==> config.mk <==
export PLATFORM = sky130hd
export DESIGN_NAME = pos_controller_p
export DESIGN_NICKNAME = d
export VERILOG_FILES = /design/src/rtl/pos_controller_p_pkg.sv /design/src/rtl/pos_controller_p_fix_mul_sat.sv /design/src/rtl/pos_controller_p.sv
export SDC_FILE = /design/constraint.sdc
export NUM_CORES = 2
export LEC_CHECK = 0
export CORE_MARGIN = 1
export CORE_UTILIZATION = 60
export CTS_CLUSTER_DIAMETER = 100
export DETAILED_ROUTE_END_ITERATION = 12
export PLACE_DENSITY_LB_ADDON = 0.25
export SYNTH_ARGS = -nofsm -noshare
export SYNTH_HDL_FRONTEND = slang
export SYNTH_SLANG_ARGS = --single-unit
export TNS_END_PERCENT = 5
==> constraint.sdc <==
create_clock -name POS_CONTROLLER_P_CLOCK_50 -period 28 [get_ports POS_CONTROLLER_P_CLOCK_50]
set_clock_uncertainty 0.2 [all_clocks]
set_input_delay 7 -clock POS_CONTROLLER_P_CLOCK_50 [delete_from_list [all_inputs] [get_ports POS_CONTROLLER_P_CLOCK_50]]
set_output_delay 7 -clock POS_CONTROLLER_P_CLOCK_50 [all_outputs]
set_load 0.005 [all_outputs]
==> src/rtl/pos_controller_p_pkg.sv <==
// Shared types and constants for the sequential proportional position controller.
// Angle constants are derived from the fractional width so the core can be re-scaled.
package pos_controller_p_pkg;

    typedef enum logic [2:0] {
        StIdle = 3'd0,
        StErr  = 3'd1,
        StMulX = 3'd2,
        StMulY = 3'd3,
        StMulT = 3'd4,
        StSat  = 3'd5
    } state_e;

    localparam int VMAX_DEF  = 32768;
    localparam int WMAX_DEF  = 65536;
    localparam int DB_XY_DEF = 328;
    localparam int DB_TH_DEF = 328;

    // pi scaled by 2^30; rescaled with round-to-nearest for any q up to 29
    localparam longint PI_Q30 = 64'sd3373259426;

    function automatic longint pi_fix(input int unsigned q);
        return (PI_Q30 + (64'sd1 <<< (29 - q))) >>> (30 - q);
    endfunction

    function automatic longint two_pi_fix(input int unsigned q);
        return ((2 * PI_Q30) + (64'sd1 <<< (29 - q))) >>> (30 - q);
    endfunction

endpackage

==> src/rtl/pos_controller_p_fix_mul_sat.sv <==
// Combinational signed multiply, arithmetic shift by the fractional width and
// symmetric clamp to a runtime limit (limit must be non-negative).
module fix_mul_sat
    import pos_controller_p_pkg::*;
#(
    parameter int unsigned N_WIDTH = 32,
    parameter int unsigned Q_WIDTH = 15
) (
    input  logic signed [N_WIDTH-1:0] a_i,
    input  logic signed [N_WIDTH-1:0] b_i,
    input  logic signed [N_WIDTH-1:0] lim_i,
    output logic signed [N_WIDTH-1:0] y_o
);

    logic signed [2*N_WIDTH-1:0] prod;
    logic signed [2*N_WIDTH-1:0] shf;
    logic signed [2*N_WIDTH-1:0] lim_w;

    always_comb begin
        prod  = (2*N_WIDTH)'(a_i) * (2*N_WIDTH)'(b_i);
        shf   = prod >>> Q_WIDTH;
        lim_w = (2*N_WIDTH)'(lim_i);
        if (shf > lim_w) begin
            y_o = lim_i;
        end else if (shf < -lim_w) begin
            y_o = -lim_i;
        end else begin
            y_o = shf[N_WIDTH-1:0];
        end
    end

endmodule

==> src/rtl/pos_controller_p.sv <==
// Sequential P position controller: latches poses, wraps/deadbands errors, then runs
// x, y and theta through one shared multiply-saturate unit before publishing commands.
module pos_controller_p
    import pos_controller_p_pkg::*;
#(
    parameter int unsigned N_WIDTH = 32,
    parameter int unsigned Q_WIDTH = 15,
    parameter int          VMAX    = VMAX_DEF,
    parameter int          WMAX    = WMAX_DEF,
    parameter int          DB_XY   = DB_XY_DEF,
    parameter int          DB_TH   = DB_TH_DEF
) (
    input  logic                      POS_CONTROLLER_P_CLOCK_50,
    input  logic                      POS_CONTROLLER_P_RESET_InHigh,
    input  logic                      POS_CONTROLLER_P_START_In,
    input  logic signed [N_WIDTH-1:0] POS_CONTROLLER_P_TARGETX_InBus,
    input  logic signed [N_WIDTH-1:0] POS_CONTROLLER_P_TARGETY_InBus,
    input  logic signed [N_WIDTH-1:0] POS_CONTROLLER_P_TARGETTHETA_InBus,
    input  logic signed [N_WIDTH-1:0] POS_CONTROLLER_P_CURRENTX_InBus,
    input  logic signed [N_WIDTH-1:0] POS_CONTROLLER_P_CURRENTY_InBus,
    input  logic signed [N_WIDTH-1:0] POS_CONTROLLER_P_CURRENTTHETA_InBus,
    input  logic signed [N_WIDTH-1:0] POS_CONTROLLER_P_KPXY_InBus,
    input  logic signed [N_WIDTH-1:0] POS_CONTROLLER_P_KPTHETA_InBus,
    output logic signed [N_WIDTH-1:0] POS_CONTROLLER_P_VX_OutBus,
    output logic signed [N_WIDTH-1:0] POS_CONTROLLER_P_VY_OutBus,
    output logic signed [N_WIDTH-1:0] POS_CONTROLLER_P_WZ_OutBus,
    output logic                      POS_CONTROLLER_P_BUSY_Out,
    output logic                      POS_CONTROLLER_P_DONE_Out,
    output logic                      POS_CONTROLLER_P_ATTARGET_Out
);

    localparam logic signed [N_WIDTH:0]   PiFix    = (N_WIDTH+1)'(pi_fix(Q_WIDTH));
    localparam logic signed [N_WIDTH:0]   TwoPiFix = (N_WIDTH+1)'(two_pi_fix(Q_WIDTH));
    localparam logic signed [N_WIDTH:0]   DbXy     = (N_WIDTH+1)'(DB_XY);
    localparam logic signed [N_WIDTH:0]   DbTh     = (N_WIDTH+1)'(DB_TH);
    localparam logic signed [N_WIDTH-1:0] VmaxL    = N_WIDTH'(VMAX);
    localparam logic signed [N_WIDTH-1:0] WmaxL    = N_WIDTH'(WMAX);

    state_e state_q;
    logic   acc_q;

    logic signed [N_WIDTH-1:0] tx_q, ty_q, tth_q, cx_q, cy_q, cth_q, kxy_q, kth_q;
    logic signed [N_WIDTH-1:0] ex_q, ey_q, eth_q;
    logic signed [N_WIDTH-1:0] hold_x_q, hold_y_q, hold_t_q;
    logic signed [N_WIDTH-1:0] vx_q, vy_q, wz_q;
    logic                      at_next_q, at_q, done_q;

    logic signed [N_WIDTH:0]   dx, dy, dth, dth_w;
    logic signed [N_WIDTH-1:0] ex_sat, ey_sat;
    logic signed [N_WIDTH-1:0] ex_d, ey_d, eth_d;
    logic signed [N_WIDTH-1:0] mul_a, mul_b, mul_lim, mul_y;

    function automatic logic signed [N_WIDTH-1:0] sat_n(input logic signed [N_WIDTH:0] v);
        if (v[N_WIDTH] != v[N_WIDTH-1]) begin
            return v[N_WIDTH] ? {1'b1, {(N_WIDTH-1){1'b0}}} : {1'b0, {(N_WIDTH-1){1'b1}}};
        end
        return v[N_WIDTH-1:0];
    endfunction

    function automatic logic in_db(input logic signed [N_WIDTH:0] v,
                                   input logic signed [N_WIDTH:0] db);
        return (v <= db) && (v >= -db);
    endfunction

    always_comb begin
        dx     = {tx_q[N_WIDTH-1], tx_q} - {cx_q[N_WIDTH-1], cx_q};
        dy     = {ty_q[N_WIDTH-1], ty_q} - {cy_q[N_WIDTH-1], cy_q};
        dth    = {tth_q[N_WIDTH-1], tth_q} - {cth_q[N_WIDTH-1], cth_q};
        ex_sat = sat_n(dx);
        ey_sat = sat_n(dy);
        dth_w  = dth;
        if (dth >= PiFix) begin
            dth_w = dth - TwoPiFix;
        end else if (dth < -PiFix) begin
            dth_w = dth + TwoPiFix;
        end
        ex_d  = in_db({ex_sat[N_WIDTH-1], ex_sat}, DbXy) ? '0 : ex_sat;
        ey_d  = in_db({ey_sat[N_WIDTH-1], ey_sat}, DbXy) ? '0 : ey_sat;
        // wrapped angle always fits N_WIDTH, so the low bits are exact
        eth_d = in_db(dth_w, DbTh) ? '0 : dth_w[N_WIDTH-1:0];
    end

    always_comb begin
        mul_a   = ex_q;
        mul_b   = kxy_q;
        mul_lim = VmaxL;
        case (state_q)
            StMulY: begin
                mul_a = ey_q;
            end
            StMulT: begin
                mul_a   = eth_q;
                mul_b   = kth_q;
                mul_lim = WmaxL;
            end
            default: ;
        endcase
    end

    fix_mul_sat #(
        .N_WIDTH (N_WIDTH),
        .Q_WIDTH (Q_WIDTH)
    ) u_fix_mul_sat (
        .a_i   (mul_a),
        .b_i   (mul_b),
        .lim_i (mul_lim),
        .y_o   (mul_y)
    );

    // Operands are captured on the accept edge; the FSM leaves IDLE one edge later.
    always_ff @(posedge POS_CONTROLLER_P_CLOCK_50) begin
        if (POS_CONTROLLER_P_RESET_InHigh) begin
            state_q   <= StIdle;
            acc_q     <= 1'b0;
            tx_q      <= '0;
            ty_q      <= '0;
            tth_q     <= '0;
            cx_q      <= '0;
            cy_q      <= '0;
            cth_q     <= '0;
            kxy_q     <= '0;
            kth_q     <= '0;
            ex_q      <= '0;
            ey_q      <= '0;
            eth_q     <= '0;
            hold_x_q  <= '0;
            hold_y_q  <= '0;
            hold_t_q  <= '0;
            vx_q      <= '0;
            vy_q      <= '0;
            wz_q      <= '0;
            at_next_q <= 1'b0;
            at_q      <= 1'b0;
            done_q    <= 1'b0;
        end else begin
            done_q <= 1'b0;
            case (state_q)
                StIdle: begin
                    if (acc_q) begin
                        acc_q   <= 1'b0;
                        state_q <= StErr;
                    end else if (POS_CONTROLLER_P_START_In) begin
                        acc_q <= 1'b1;
                        tx_q  <= POS_CONTROLLER_P_TARGETX_InBus;
                        ty_q  <= POS_CONTROLLER_P_TARGETY_InBus;
                        tth_q <= POS_CONTROLLER_P_TARGETTHETA_InBus;
                        cx_q  <= POS_CONTROLLER_P_CURRENTX_InBus;
                        cy_q  <= POS_CONTROLLER_P_CURRENTY_InBus;
                        cth_q <= POS_CONTROLLER_P_CURRENTTHETA_InBus;
                        kxy_q <= POS_CONTROLLER_P_KPXY_InBus;
                        kth_q <= POS_CONTROLLER_P_KPTHETA_InBus;
                    end
                end
                StErr: begin
                    ex_q      <= ex_d;
                    ey_q      <= ey_d;
                    eth_q     <= eth_d;
                    at_next_q <= (ex_d == '0) && (ey_d == '0) && (eth_d == '0);
                    state_q   <= StMulX;
                end
                StMulX: begin
                    hold_x_q <= mul_y;
                    state_q  <= StMulY;
                end
                StMulY: begin
                    hold_y_q <= mul_y;
                    state_q  <= StMulT;
                end
                StMulT: begin
                    hold_t_q <= mul_y;
                    state_q  <= StSat;
                end
                StSat: begin
                    vx_q    <= hold_x_q;
                    vy_q    <= hold_y_q;
                    wz_q    <= hold_t_q;
                    at_q    <= at_next_q;
                    done_q  <= 1'b1;
                    state_q <= StIdle;
                end
                default: begin
                    state_q <= StIdle;
                end
            endcase
        end
    end

    assign POS_CONTROLLER_P_VX_OutBus    = vx_q;
    assign POS_CONTROLLER_P_VY_OutBus    = vy_q;
    assign POS_CONTROLLER_P_WZ_OutBus    = wz_q;
    assign POS_CONTROLLER_P_BUSY_Out     = (state_q != StIdle);
    assign POS_CONTROLLER_P_DONE_Out     = done_q;
    assign POS_CONTROLLER_P_ATTARGET_Out = at_q;

endmodule

* After elaboration in Yosys (flattened, before gate mapping)
Cells that the tools add are included.
W data, S select, Z words.
** Operators by class
- Eq/ne operators :: 8
- $add $sub $neg :: 7
- Bitwise gates (word level) :: 1
- Muxes and demuxes :: 23
- $mul :: 1
- Order comparisons :: 10
- Reduce and logical (&&, ||, !) cells :: 11
** Operator list (count)
- $mux W32 :: 12
- $sub A32 B32 Y33 :: 3
- $logic_not A32 Y1 :: 3
- $mux W33 :: 2
- $ge A32 B10 Y1 const B :: 2
- $le A32 B10 Y1 const B :: 2
- $lt A49 B64 Y1 :: 1
- $mul A32 B32 Y64 :: 1
- $neg A17 Y64 :: 1
- $pmux W32 S2 :: 1
- $gt A49 B18 Y1 :: 1
- $add A33 B19 Y33 const B :: 1
- $ge A33 B10 Y1 const B :: 1
- $ge A33 B18 Y1 const B :: 1
- $le A33 B10 Y1 const B :: 1
- $lt A33 B18 Y1 const B :: 1
- $sub A33 B19 Y33 const B :: 1
- $neg A17 Y32 :: 1
- $mux W17 :: 1
- $pmux W3 S5 :: 1
- $eq A3 B2 Y1 const B :: 2
- $eq A3 B3 Y1 const B :: 2
- $logic_and A1 B1 Y1 :: 5
- $mux W1 :: 5
- other kinds (8) :: 9
** Storage, ports and cells
- Register bits after elaboration :: 551
- Output and inout bits :: 99
- Logic and storage cells :: 83
- Input port bits :: 259

* Longest topological paths before layout
- Depth in word-level cells :: 10
- Gate-level depth with buffers :: 47
- Depth with buffers taken out :: 40

* Cells and area by module
Synthesis repeated with hierarchy kept, for this count alone.
** Second synthesis, totals
- Cell total of the unflattened synthesis :: 8397
- Area total of the unflattened synthesis :: 68670.9 um^2
** By module, submodules not included
- fix_mul_sat :: seq. area each 0.0 um^2, instances 1, area an instance 39837.0 um^2, cells an instance 4452
- pos_controller_p :: seq. area each 11030.6 um^2, instances 1, area an instance 28833.9 um^2, cells an instance 3945

* Least setup slack after synthesis
Ideal clock, no wire load.
- Kind :: flip-flop to flip-flop
- Start :: reg state_q[1]
- End :: reg hold_t_q[15]
- Period minus slack after synthesis :: 11.039 ns
- Setup slack :: 16.961 ns
- Library setup time :: 0.069 ns
- Cell stages (with the launch flop) :: 39
- Arrival time :: 10.770 ns
- Cells stage by stage :: dfxtp_1 -> clkbuf_1 -> nor2b_1 -> and2_1 -> clkbuf_1 -> clkbuf_1 -> nand2_1 -> a21oi_1 -> a21o_1 -> clkbuf_1 -> nand2_1 -> inv_1 -> fa_1 -> fa_1 -> fa_1 -> inv_1 -> fa_1 -> inv_1 -> [3 not listed] -> fa_1 -> ha_1 -> a21o_1 -> a21o_1 -> a21o_1 -> a21oi_1 -> o21bai_1 -> a31oi_1 -> o211ai_1 -> o21ai_0 -> o21ai_0 -> xor2_1 -> nand3_1 -> or4_1 -> nor4b_4 -> a32oi_1 -> buf_4 -> o21ai_1
** Between the ends
- Word-level cells in the longest chain between the ends :: 6
** RTL lines
- start, declared :: RTL line pos_controller_p.sv:39 : state_e state_q;
- start signal, assigned :: RTL line pos_controller_p.sv:113 : state_q <= StIdle;
- start signal, assigned :: RTL line pos_controller_p.sv:141 : state_q <= StErr;
- start signal, assigned :: RTL line pos_controller_p.sv:159 : state_q <= StMulX;
- $eq A3 B3 Y1 or $eq A3 B2 Y1 (tied branches) :: RTL line pos_controller_p.sv:87, pos_controller_p.sv:137
- $pmux W32 S2 (tied with other cells) :: RTL line pos_controller_p.sv:87 : case (state_q)
- $mul A32 B32 Y64 or $neg A17 Y64 (tied branches) :: RTL line pos_controller_p_fix_mul_sat.sv:20, pos_controller_p_fix_mul_sat.sv:25
- $lt A49 B64 Y1 :: RTL line pos_controller_p_fix_mul_sat.sv:25 : end else if (shf < -lim_w) begin
- $mux W32 :: RTL line pos_controller_p_fix_mul_sat.sv:25
- $mux W32 :: RTL line pos_controller_p_fix_mul_sat.sv:23 : if (shf > lim_w) begin
- end signal, assigned :: RTL line pos_controller_p.sv:170 : hold_t_q <= mul_y;
- end, declared :: RTL line pos_controller_p.sv:44 : logic signed [N_WIDTH-1:0] hold_x_q, hold_y_q, hold_t_q;
Parallel ways exist; a longest one is shown, timed or not.
A chain may end at the register's enable or synchronous reset.

* Worst setup path in the final report
- Start :: reg state_q[2]
- End :: reg hold_t_q[15]
Same word-level chain as after synthesis.

==> parameters.txt <==
Parameter                              Value

CTS
  Clock tree from TritonCTS ... yes
  Number of clock buffers inserted by TritonCTS ... 58
  Post_cts resized ... 0
  Clock-pin slew reported for the worst setup and hold paths after clock tree synthesis ... 0.06 ns
  Cts hold-fix bufs ... 0
  Clock sink count ... 551
  Post-CTS setup buffer count ... 0
  Root Buffer Master ... clkbuf_16
  Skew-Pair Late Insertion Delay ... 0.68 ns
  Clk buf depth ... 3
  H-tree depth reported by CTS ... 2

Yosys
  Proportion of register bits with asynchronous set or reset after synthesis ... 0%
  Total number of yosys warnings ... 0
  Number of enable flip-flop cells after synthesis ... 0
  Mapped cell area ... 64260 µm²
  Distinct cells, synth ... 107
  Largest cells by area after synthesis ... fa_1, dfxtp_1, nand2_1
  Post-synth top flop ... dfxtp_1
  Part of the Yosys area used for sequential elements ... 17.16%
  Mapped Avg Cell Area ... 8.153 µm²
  Number of synthesized register bits ... 551
  Cell accounting for the most synthesized area ... fa_1
  Number of instances in the synthesized netlist ... 7882
  Synthesized Nets ... 9510
  Post-synth top area share ... 33.77%

Timing
  Number of hold violations in the final report ... 0
  Worst relative slew slack ... 10.10%
  Max-slew violations ... 0
  Share of the clock period used by the worst path ... 49.67%
  Setup repair after global routing missed its margin ... no
  Count of final setup violators ... 0
  Maximum clock frequency ... 71.90 MHz
  Minimum clock period ... 13.91 ns
  Slew at the pin closest to its max-slew limit ... 1.348 ns
  Total Neg Setup Slack ... 0 ns

Power and ir drop
  PwrDens ... 79.75 nW/µm²
  Static Leakage ... 32.59 nW
  Maximum resistive drop on vdd ... 0.06265 mV

Worst setup path
  Endpoint kind of the worst setup timing path ... register
  Largest stage delay, worst path ... 0.83 ns
  Slowest cell on the critical path ... a21o_1
  Crit start category ... register
  Worst path required time ... 28.38 ns
  Maximum fanout encountered on the critical timing path ... 70
  Classification of the worst setup path ... reg -> reg
  Crit path DAT ... 14.29 ns

Min path
  Hold Path Class ... reg -> reg

Global route
  Wire length of the first global-routing pass ... 331.8 mm
  Overall track demand over capacity in global routing ... 40.47%
  Vias in the first global route ... 56700
  Initial antenna violation count ... 24
  Largest net degree at the start of global routing ... 146
  Remaining Overflow, GRT ... 0

Place
  Placed cells ... 9330
  Global placement routability congestion ... 1.121
  Estimated wirelength of the detail-placed design ... 168.9 mm
  Input/output buffers ... 357

Final layout
  Commonest non-fill, non-tap cell in the layout ... nand2_1
  Number of nets in the layout ... 9627
  Number of cells in the finished layout apart from fillers ... 9460
  Fraction of final layout cells with drive strength greater than 1 ... 3.891%
  Area overhead of the layout relative to synthesis ... 10.66%
  Highest-count cells in the layout ignoring fill and taps ... nand2_1, inv_1, fa_1

Floorplanning
  Standard cell core area ... 105700 µm²
  Area of the die ... 108400 µm²
  Initial cell density of the core ... 60.79%
  Number of top-level design ports ... 358
  Site row count ... 119
  Width of the die ... 329.3 µm
  Die H ... 329.3 µm

Run
  MaxCap Viol Count ... 0

Route
  Vias post-DR ... 56280
  Detailed-routing iteration count for the pre-antenna-repair pass ... 13
  Drt drc ... 28
  DRC violation total after the first TritonRoute iteration ... 5723
  Routed wirelength normalized by instance count ... 23.00 µm
  Via-per-instance ratio ... 5.949
  Remaining antenna violation count ... 0
  Final WL ... 217.6 mm

Status
  Result of the run ... finished with violations
  Violated checks ... design-rule violations
## synthesized netlist by cell type (22+ instances only)
cell and instances:
a21o_1 134, a21oi_1 619, a22oi_1 29, a31oi_1 32, and2_1 39, and3_1 27, buf_1 26, buf_2 24
clkbuf_1 364, dfxtp_1 551, fa_1 1084, ha_1 285, inv_1 1221, mux2i_1 43, nand2_1 1571, nand3_1 82
nand4_1 56, nor2_1 783, nor2b_1 36, nor3_1 56, nor4_1 35, o211ai_1 49, o21a_1 28, o21ai_0 113
o21ai_1 45, o21bai_1 24, o31ai_1 30, or3_1 22, xnor2_1 87, xor2_1 51
## path summary, 6_finish.rpt
path / startpoint / endpoint / slack [ns] / depth (start not counted)
worst min register to register: hold_x_q[22] / POS_CONTROLLER_P_VX_OutBus[22] / 0.24 / 2
worst max register to register: state_q[2] / hold_t_q[15] / 14.09 / 40
worst min-delay path: hold_x_q[22] / POS_CONTROLLER_P_VX_OutBus[22] / 0.24 / 2
worst max-delay path: state_q[2] / hold_t_q[15] / 14.09 / 40
## per-layer routing
layer	part of all wire [%]	track usage (%)	routed length (µm)
met1	37	50.13	80490
met2	45	63.15	98330
met3	10	9.756	21650
met4	7.8	26.91	17080
met5	0.0060	0	13
## logic make-up after synthesis
| family | synth area share (%) |
|---|---|
| buffers and inverters | 9.708 |
| adders and majority gates | 39.32 |
| muxes | 0.8450 |
| DFF | 17.16 |
| xor gates and xnor gates | 1.931 |
| AOI/OAI and AO/OA | 12.90 |
| and+or+nand+nor | 18.14 |
## worst max-delay path, delay by kind of cell, from the launching register on
kind | cells | cell delay [ns]
XOR/XNOR | 1 | 0.41
adder cells (fa/ha/maj) | 10 | 4.46
AND/OR/NAND/NOR | 9 | 2.29
buffers and inverters | 9 | 2.13
flip-flops | 1 | 0.49
AO/OA/AOI/OAI | 11 | 3.81
## through the flow
stage	util [%]	total power, W	cell area (µm²)	worst slack, ns	hold slack (ns)
CTS	67.21	0.005574	71050	14.35	0.2436
floorplan	-	0.003509	64260	16.96	0.2249
detailed placement	65.27	0.004732	69000	14.35	0.2422
global route	67.26	0.006028	71110	13.48	0.2611
global placement	65.27	0.004685	69000	14.91	0.2338
finish	67.27	0.005671	71110	14.09	0.2449
## layout make-up
| class | count | area, µm² |
|---|---|---|
| Antenna cell | 24 | 60.06 |
| Clock buffer | 77 | 1654 |
| Clock inverter | 29 | 395.4 |
| Fill cell | 9039 | 34600 |
| Inverter | 1223 | 4596 |
| Multi-Input combinational cell | 5687 | 47140 |
| Sequential cell | 551 | 11030 |
| Tap cell | 1391 | 1740 |
| Timing Repair Buffer | 478 | 4499 |
## where the power goes
part	internal, W	total [W]	leakage [nW]	switching, W
Combinational	0.00127	0.00388	27.1	0.00261
Sequential	0.000882	0.000960	4.48	0.0000776
Clock	0.000482	0.000827	0.996	0.000345
Note: power is estimated with default switching activity, not from simulation.
